$ cat src/rtl/breakout_pkg.sv
// Shared Breakout definitions: game states, brick count, miss threshold and the no-brick code.
// The ball-motion and renderer blocks use the same constants.
package breakout_pkg;

  localparam int         NUM_BRICKS = 12;
  localparam logic [9:0] MISS_Y     = 10'd4;
  localparam logic [9:0] NO_BRICK   = 10'd15;

  typedef enum logic [2:0] {
    ST_IDLE  = 3'd0,
    ST_SERVE = 3'd1,
    ST_PLAY  = 3'd2,
    ST_WIN   = 3'd3,
    ST_LOSE  = 3'd4
  } state_t;

  function automatic logic [7:0] sat_add8(input logic [7:0] a, input logic [7:0] b);
    logic [8:0] sum;
    sum = {1'b0, a} + {1'b0, b};
    return sum[8] ? 8'hFF : sum[7:0];
  endfunction

endpackage

$ cat src/rtl/brick_manager_if.sv
// Game-state bus between the ball-motion block, the brick manager and the display side.
// master drives frame/ball/hit inputs; slave is the brick manager.
interface brick_manager_if #(
  parameter int NUM_BRICKS = 12
);
  logic                  tick;
  logic                  start;
  logic                  hit_valid;
  logic [9:0]            hit_brick;
  logic [9:0]            ball_y;
  logic [NUM_BRICKS-1:0] brick_status;
  logic [7:0]            score;
  logic [1:0]            lives;
  logic                  ball_en;
  logic                  hit_ack;
  logic                  game_over;
  logic                  win;

  modport master (
    output tick, start, hit_valid, hit_brick, ball_y,
    input  brick_status, score, lives, ball_en, hit_ack, game_over, win
  );

  modport slave (
    input  tick, start, hit_valid, hit_brick, ball_y,
    output brick_status, score, lives, ball_en, hit_ack, game_over, win
  );
endinterface

$ cat src/rtl/brick_manager_serve_timer.sv
// Serve hold-off counter: loads a tick count, decrements on each enabled tick.
// done is combinational: high on the enabled tick that sees the count at 1.
module brick_manager_serve_timer (
  input  logic       clk,
  input  logic       resetn,
  input  logic       load,
  input  logic [7:0] load_val,
  input  logic       tick,
  output logic       done
);
  logic [7:0] count;

  assign done = tick && (count == 8'd1);

  always_ff @(posedge clk or negedge resetn) begin
    if (!resetn) begin
      count <= 8'd0;
    end else if (load) begin
      count <= load_val;
    end else if (tick && count != 8'd0) begin
      count <= count - 8'd1;
    end
  end
endmodule

$ cat src/rtl/brick_manager.sv
// Breakout game-state owner: brick wall, score, lives, serve hold-off and win/lose detection.
// Hits clear their brick one clock after hit_valid; a miss in the same cycle wins over the hit.
module brick_manager
  import breakout_pkg::*;
#(
  parameter int         NUM_BRICKS       = breakout_pkg::NUM_BRICKS,
  parameter logic [9:0] MISS_Y           = breakout_pkg::MISS_Y,
  parameter logic [1:0] START_LIVES      = 2'd3,
  parameter logic [7:0] SERVE_TICKS      = 8'd60,
  parameter logic [7:0] POINTS_PER_BRICK = 8'd1
) (
  input  logic          clk,
  input  logic          resetn,
  brick_manager_if.slave bus
);
  localparam logic [7:0] SERVE_LOAD = (SERVE_TICKS == 8'd0) ? 8'd1 : SERVE_TICKS;

  state_t                state;
  logic [NUM_BRICKS-1:0] bricks;
  logic [7:0]            score;
  logic [1:0]            lives;
  logic                  ball_en;
  logic                  hit_ack;
  logic                  miss_armed;

  logic [NUM_BRICKS-1:0] hit_mask;
  logic                  hit_ok;
  logic                  miss;
  logic                  restart;
  logic                  timer_load;
  logic                  serve_done;

  always_comb begin
    hit_mask = '0;
    for (int i = 0; i < NUM_BRICKS; i++) begin
      hit_mask[i] = (bus.hit_brick == 10'(i));
    end
  end

  // Out-of-range indices give an all-zero mask, so they can never be accepted.
  assign miss    = (state == ST_PLAY) && (bus.ball_y <= MISS_Y) && miss_armed;
  assign hit_ok  = (state == ST_PLAY) && bus.hit_valid && (bus.hit_brick != NO_BRICK)
                   && |(hit_mask & bricks) && !miss;
  assign restart = bus.start && (state == ST_IDLE || state == ST_WIN || state == ST_LOSE);
  assign timer_load = restart || (miss && lives != 2'd1);

  brick_manager_serve_timer u_serve_timer (
    .clk      (clk),
    .resetn   (resetn),
    .load     (timer_load),
    .load_val (SERVE_LOAD),
    .tick     (bus.tick && state == ST_SERVE),
    .done     (serve_done)
  );

  always_ff @(posedge clk or negedge resetn) begin
    if (!resetn) begin
      state      <= ST_IDLE;
      bricks     <= '1;
      score      <= 8'd0;
      lives      <= START_LIVES;
      ball_en    <= 1'b0;
      hit_ack    <= 1'b0;
      miss_armed <= 1'b1;
    end else begin
      hit_ack <= 1'b0;
      if (bus.ball_y > MISS_Y) begin
        miss_armed <= 1'b1;
      end else if (miss) begin
        miss_armed <= 1'b0;
      end

      case (state)
        ST_IDLE: begin
          ball_en <= 1'b0;
          if (bus.start) begin
            state <= ST_SERVE;
          end
        end
        ST_SERVE: begin
          if (serve_done) begin
            state   <= ST_PLAY;
            ball_en <= 1'b1;
          end
        end
        ST_PLAY: begin
          if (miss) begin
            lives   <= lives - 2'd1;
            ball_en <= 1'b0;
            state   <= (lives == 2'd1) ? ST_LOSE : ST_SERVE;
          end else if (hit_ok) begin
            bricks  <= bricks & ~hit_mask;
            score   <= sat_add8(score, POINTS_PER_BRICK);
            hit_ack <= 1'b1;
            if ((bricks & ~hit_mask) == '0) begin
              state   <= ST_WIN;
              ball_en <= 1'b0;
            end
          end
        end
        ST_WIN, ST_LOSE: begin
          ball_en <= 1'b0;
          if (bus.start) begin
            bricks <= '1;
            score  <= 8'd0;
            lives  <= START_LIVES;
            state  <= ST_SERVE;
          end
        end
        default: begin
          state   <= ST_IDLE;
          ball_en <= 1'b0;
        end
      endcase
    end
  end

  assign bus.brick_status = bricks;
  assign bus.score        = score;
  assign bus.lives        = lives;
  assign bus.ball_en      = ball_en;
  assign bus.hit_ack      = hit_ack;
  assign bus.win          = (state == ST_WIN);
  assign bus.game_over    = (state == ST_LOSE);
endmodule

$ cat src/flat_wrapper.sv
// flat-port wrapper written by rule: the top's interface ports become plain ports
module brick_manager_flat import breakout_pkg::*;
#(
  parameter int         NUM_BRICKS       = breakout_pkg::NUM_BRICKS,
  parameter logic [9:0] MISS_Y           = breakout_pkg::MISS_Y,
  parameter logic [1:0] START_LIVES      = 2'd3,
  parameter logic [7:0] SERVE_TICKS      = 8'd60,
  parameter logic [7:0] POINTS_PER_BRICK = 8'd1
)
  (clk, resetn, bus_tick, bus_start, bus_hit_valid, bus_hit_brick, bus_ball_y, bus_brick_status, bus_score, bus_lives, bus_ball_en, bus_hit_ack, bus_game_over, bus_win);
  brick_manager_if #(.NUM_BRICKS(NUM_BRICKS)) bus_i ();
  input  logic clk;
  input  logic resetn;
  input wire logic [$bits(bus_i.tick)-1:0] bus_tick;
  input wire logic [$bits(bus_i.start)-1:0] bus_start;
  input wire logic [$bits(bus_i.hit_valid)-1:0] bus_hit_valid;
  input wire logic [$bits(bus_i.hit_brick)-1:0] bus_hit_brick;
  input wire logic [$bits(bus_i.ball_y)-1:0] bus_ball_y;
  output wire logic [$bits(bus_i.brick_status)-1:0] bus_brick_status;
  output wire logic [$bits(bus_i.score)-1:0] bus_score;
  output wire logic [$bits(bus_i.lives)-1:0] bus_lives;
  output wire logic [$bits(bus_i.ball_en)-1:0] bus_ball_en;
  output wire logic [$bits(bus_i.hit_ack)-1:0] bus_hit_ack;
  output wire logic [$bits(bus_i.game_over)-1:0] bus_game_over;
  output wire logic [$bits(bus_i.win)-1:0] bus_win;
  assign bus_i.tick = bus_tick;
  assign bus_i.start = bus_start;
  assign bus_i.hit_valid = bus_hit_valid;
  assign bus_i.hit_brick = bus_hit_brick;
  assign bus_i.ball_y = bus_ball_y;
  assign bus_brick_status = bus_i.brick_status;
  assign bus_score = bus_i.score;
  assign bus_lives = bus_i.lives;
  assign bus_ball_en = bus_i.ball_en;
  assign bus_hit_ack = bus_i.hit_ack;
  assign bus_game_over = bus_i.game_over;
  assign bus_win = bus_i.win;
  brick_manager #(.NUM_BRICKS(NUM_BRICKS), .MISS_Y(MISS_Y), .START_LIVES(START_LIVES), .SERVE_TICKS(SERVE_TICKS), .POINTS_PER_BRICK(POINTS_PER_BRICK)) u_core (.clk(clk), .resetn(resetn), .bus(bus_i));
endmodule
$ cat config.mk
export PLATFORM = sky130hd
export DESIGN_NAME = brick_manager_flat
export DESIGN_NICKNAME = d
export VERILOG_FILES = /design/src/rtl/breakout_pkg.sv /design/src/rtl/brick_manager_if.sv /design/src/rtl/brick_manager_serve_timer.sv /design/src/rtl/brick_manager.sv /design/src/flat_wrapper.sv
export SDC_FILE = /design/constraint.sdc
export NUM_CORES = 1
export LEC_CHECK = 0
export CORE_ASPECT_RATIO = 1.2
export CORE_MARGIN = 2
export CORE_UTILIZATION = 45
export CTS_CLUSTER_SIZE = 12
export DETAILED_ROUTE_END_ITERATION = 10
export GPL_TIMING_DRIVEN = 0
export PLACE_DENSITY = 0.84
export SYNTH_ARGS = -nofsm -noshare
export SYNTH_HDL_FRONTEND = slang
export SYNTH_SLANG_ARGS = --single-unit
$ cat constraint.sdc
create_clock -name clk -period 2.05 [get_ports clk]
set_input_delay 0.205 -clock clk [delete_from_list [all_inputs] [get_ports clk]]
set_output_delay 0.205 -clock clk [all_outputs]
set_load 0.02 [all_outputs]
==> results.md <==
- Power per standard cell area: 759.1 nW/um^2
- Peak VDD IR: 734.6 uV
- Leak pwr: 1.302 nW
- Antenna fix cells: 0
- Sequential area share after synthesis: 41.71%
- CP bufs+invs: 0
- Failing checks: hold timing, setup timing
- CTS tree: done
- Crit. End Element: flip-flop
- CP Launch Type: flip-flop
- Initial Util: 47.29%
- Largest net degree at the start of global routing: 37
- Slew Limit Fails: 0
- DRT Pass-1 Iters: 4
- Syn Nets: 279
- Post-synth EDFFs: 0
- Routed len/inst: 15.77 um
- Status: complete, but fails checks
- Wire length of the first global-routing pass: 9466 um
- Post-synth top flop: dfrtp_1
- Setup violators final: 1
- Post-synthesis register bit count: 36
- CP delay by family, top: simple AND/OR/NAND/NOR gates
- CP peak stage delay: 0.56 ns
- RSZ-0062 raised after global routing: true
- Vias in the first global route: 2076
- Crit path DAT: 2.31 ns
- DP Worst Slack: -0.6490 ns
- Crit Path Class: reg2reg
- Clock-pin slew on the worst setup and hold paths: 0.07 ns
- Final Hold Viols: 1
- H-tree depth: 2
- Worst skew pair latency: 0.29 ns
- Clk root buf: clkbuf_8
- Final std cells w/o fill: 379
- Area grow syn2layout: 43.19%
- Die width: 67.90 um
- Worst-path fanout max: 6
- Starting DRT DRC Count: 152
- I/O Buffers: 50
- Hold Slack: -0.00008288 ns
- Via count: 2201
- Vias per inst: 5.807
- Io pins: 51
- Layout cells sized above 1: 23.99%
- Slew @ Worst Pin: 0.8081 ns
- Inserted Clock Buffers: 5
- Synth unique cells: 50
- Post-CTS Hold Buffers: 0
- RD Place Congestion: 0.8383
- Power Total: 0.002396 W
- Core Area: 4662 sq um
- Dpl cells: 357
- Mapped Cells: 249
- Aggregate global-route resource usage: 22.47%
- Maximum root-to-sink buffer count: 2
- Tmin final: 2.102 ns
- GR Overflow Total: 0
- Slew margin rel.: 46.13%
- Height of the die: 80.68 um
- Mapped Avg Cell Area: 8.854 sq um
- Fin crit share: 102.5%
- Max Fclk: 0.4758 GHz
- Num rows: 27
- DRC: 0
- Nets: 350
- Synth async-reset ratio: 100.0%
- Clock sink total: 36
- Layout Skew: 0.005740 ns
- Yosys warns: 0
- Max-cap violation count: 0
- Slowest CP cell: dfstp_2
- Post-Syn Area: 2205 sq um
- Final WS setup: -0.05189 ns
- Die area: 5477 sq um
- Antenna Nets Post-Route: 0
- Worst path cell trace: mux2i_2, o32ai_2, nor4_2, or3_4, or4_1, o21ai_1
- DPL Wire Length: 3838 um
- Required @ worst endpoint: 2.26 ns
- Initial antenna violation count: 0
- Hold Path Class: in2async
- Routed wire length: 5975 um
where the power goes:
| part | internal (W) | total, W | switching [W] |
|---|---|---|---|
| clock network | 0.000307 | 0.000563 | 0.000256 |
| registers | 0.000793 | 0.000868 | 0.0000755 |
| logic | 0.000450 | 0.000965 | 0.000515 |
registers in the layout, indices dropped and copies added (netlist names):
name,flops
u_core.bus.brick_status,12
u_core.bus.score,8
u_core.u_serve_timer.count,8
u_core.state,3
u_core.bus.lives,2
u_core.bus.ball_en,1
u_core.bus.hit_ack,1
u_core.miss_armed,1
final timing paths:
check,start,end,cells after the start,slack [ns]
setup / recovery,u_core.bus.brick_status[4]$_DFFE_PN1P_,u_core.bus.score[7]$_DFFE_PN0P_,6,-0.05
setup reg to reg,u_core.bus.brick_status[4]$_DFFE_PN1P_,u_core.bus.score[7]$_DFFE_PN0P_,6,-0.05
max in group asynchronous,resetn,u_core.u_serve_timer.count[0]$_DFFE_PN0P_,1,1.54
hold / removal,resetn,u_core.bus.score[0]$_DFFE_PN0P_,1,-0.00008
min in group clk,u_core.bus.lives[1]$_DFFE_PN1P_,u_core.bus.lives[1]$_DFFE_PN1P_,1,0.52
hold reg to reg,u_core.bus.lives[1]$_DFFE_PN1P_,u_core.bus.lives[1]$_DFFE_PN1P_,1,0.52
final cells by class:
type	count	area (sq um)
fill	359	1505
multi-input combinational	195	1333
buffer	9	80.08
tap	58	72.57
clock buffer	8	100.1
sequential	36	919.6
inverter	7	26.28
timing repair buffer	66	625.6
synth_stat cells (5+ instances only):
cell type   n  area, sq um
buf_2       8        40.04
inv_1       7        26.28
nand2_1    17        63.81
nor4_1      6        37.54
dfrtp_1    21        525.5
a31oi_1     5        31.28
nor2_1     32        120.1
nand3_1     8        40.04
a21oi_1    22        110.1
nor3_1     14        70.07
nand2b_1    8        50.05
ha_1        5        62.56
mux2i_1     6        60.06
dfstp_2    15        394.1
and2_1      5        31.28
layout by cell type (no fill, tap or decap), types with 5 or more instances in the layout:
| cell | synthesis | routed |
|---|---|---|
| inv_1 | 7 | 7 |
| nor3_1 | 14 | 11 |
| ha_1 | 5 | 5 |
| nand2_1 | 17 | 16 |
| mux2i_1 | 6 | 5 |
| clkbuf_8 | 0 | 7 |
| nor2_1 | 32 | 30 |
| a21oi_1 | 22 | 22 |
| clkdlybuf4s50_1 | 0 | 39 |
| nand2b_1 | 8 | 6 |
| dfstp_2 | 15 | 15 |
| nand3_1 | 8 | 7 |
| dfrtp_1 | 21 | 21 |
| a31oi_1 | 5 | 5 |
| buf_4 | 1 | 18 |
| dlymetal6s2s_1 | 0 | 6 |
per-layer routing:
| layer | wire length [um] | track usage (%) |
|---|---|---|
| met1 | 2614 | 29.87 |
| met5 | 0 | 0 |
| met4 | 77 | 8.800 |
| met3 | 341 | 2.941 |
| met2 | 2941 | 36.67 |
per-stage QoR:
| stage | utilization, % | TNS, ns | area, sq um |
|---|---|---|---|
| 2_1_floorplan | - | -0.01752 | 2217 |
| 3_3_place_gp | 59.85 | -8.947 | 2790 |
| 3_5_place_dp | 59.74 | -9.905 | 2785 |
| 4_1_cts | 65.24 | -0.3676 | 3042 |
| 5_1_grt | 67.71 | -0.3181 | 3157 |
| 6_report | 67.71 | -0.05189 | 3157 |
kinds of logic (layout without fill, tap and decap cells):
group,after synthesis,in the layout,share of synthesized area [%]
xor+xnor,7,7,2.781
fa+ha+maj,5,5,2.838
flops,36,36,41.71
compound gates,63,63,19.41
buf+inv,18,90,3.690
mux,8,8,3.746
simple gates,112,112,25.82
repair_timing:
action                                  4_1_cts  5_1_grt
setup buffers                                11        5
pin swaps                                     9        9
resized for setup                            23       27
endpoints found under the setup margin       27       28
Power figures use the tool's default switching activity.
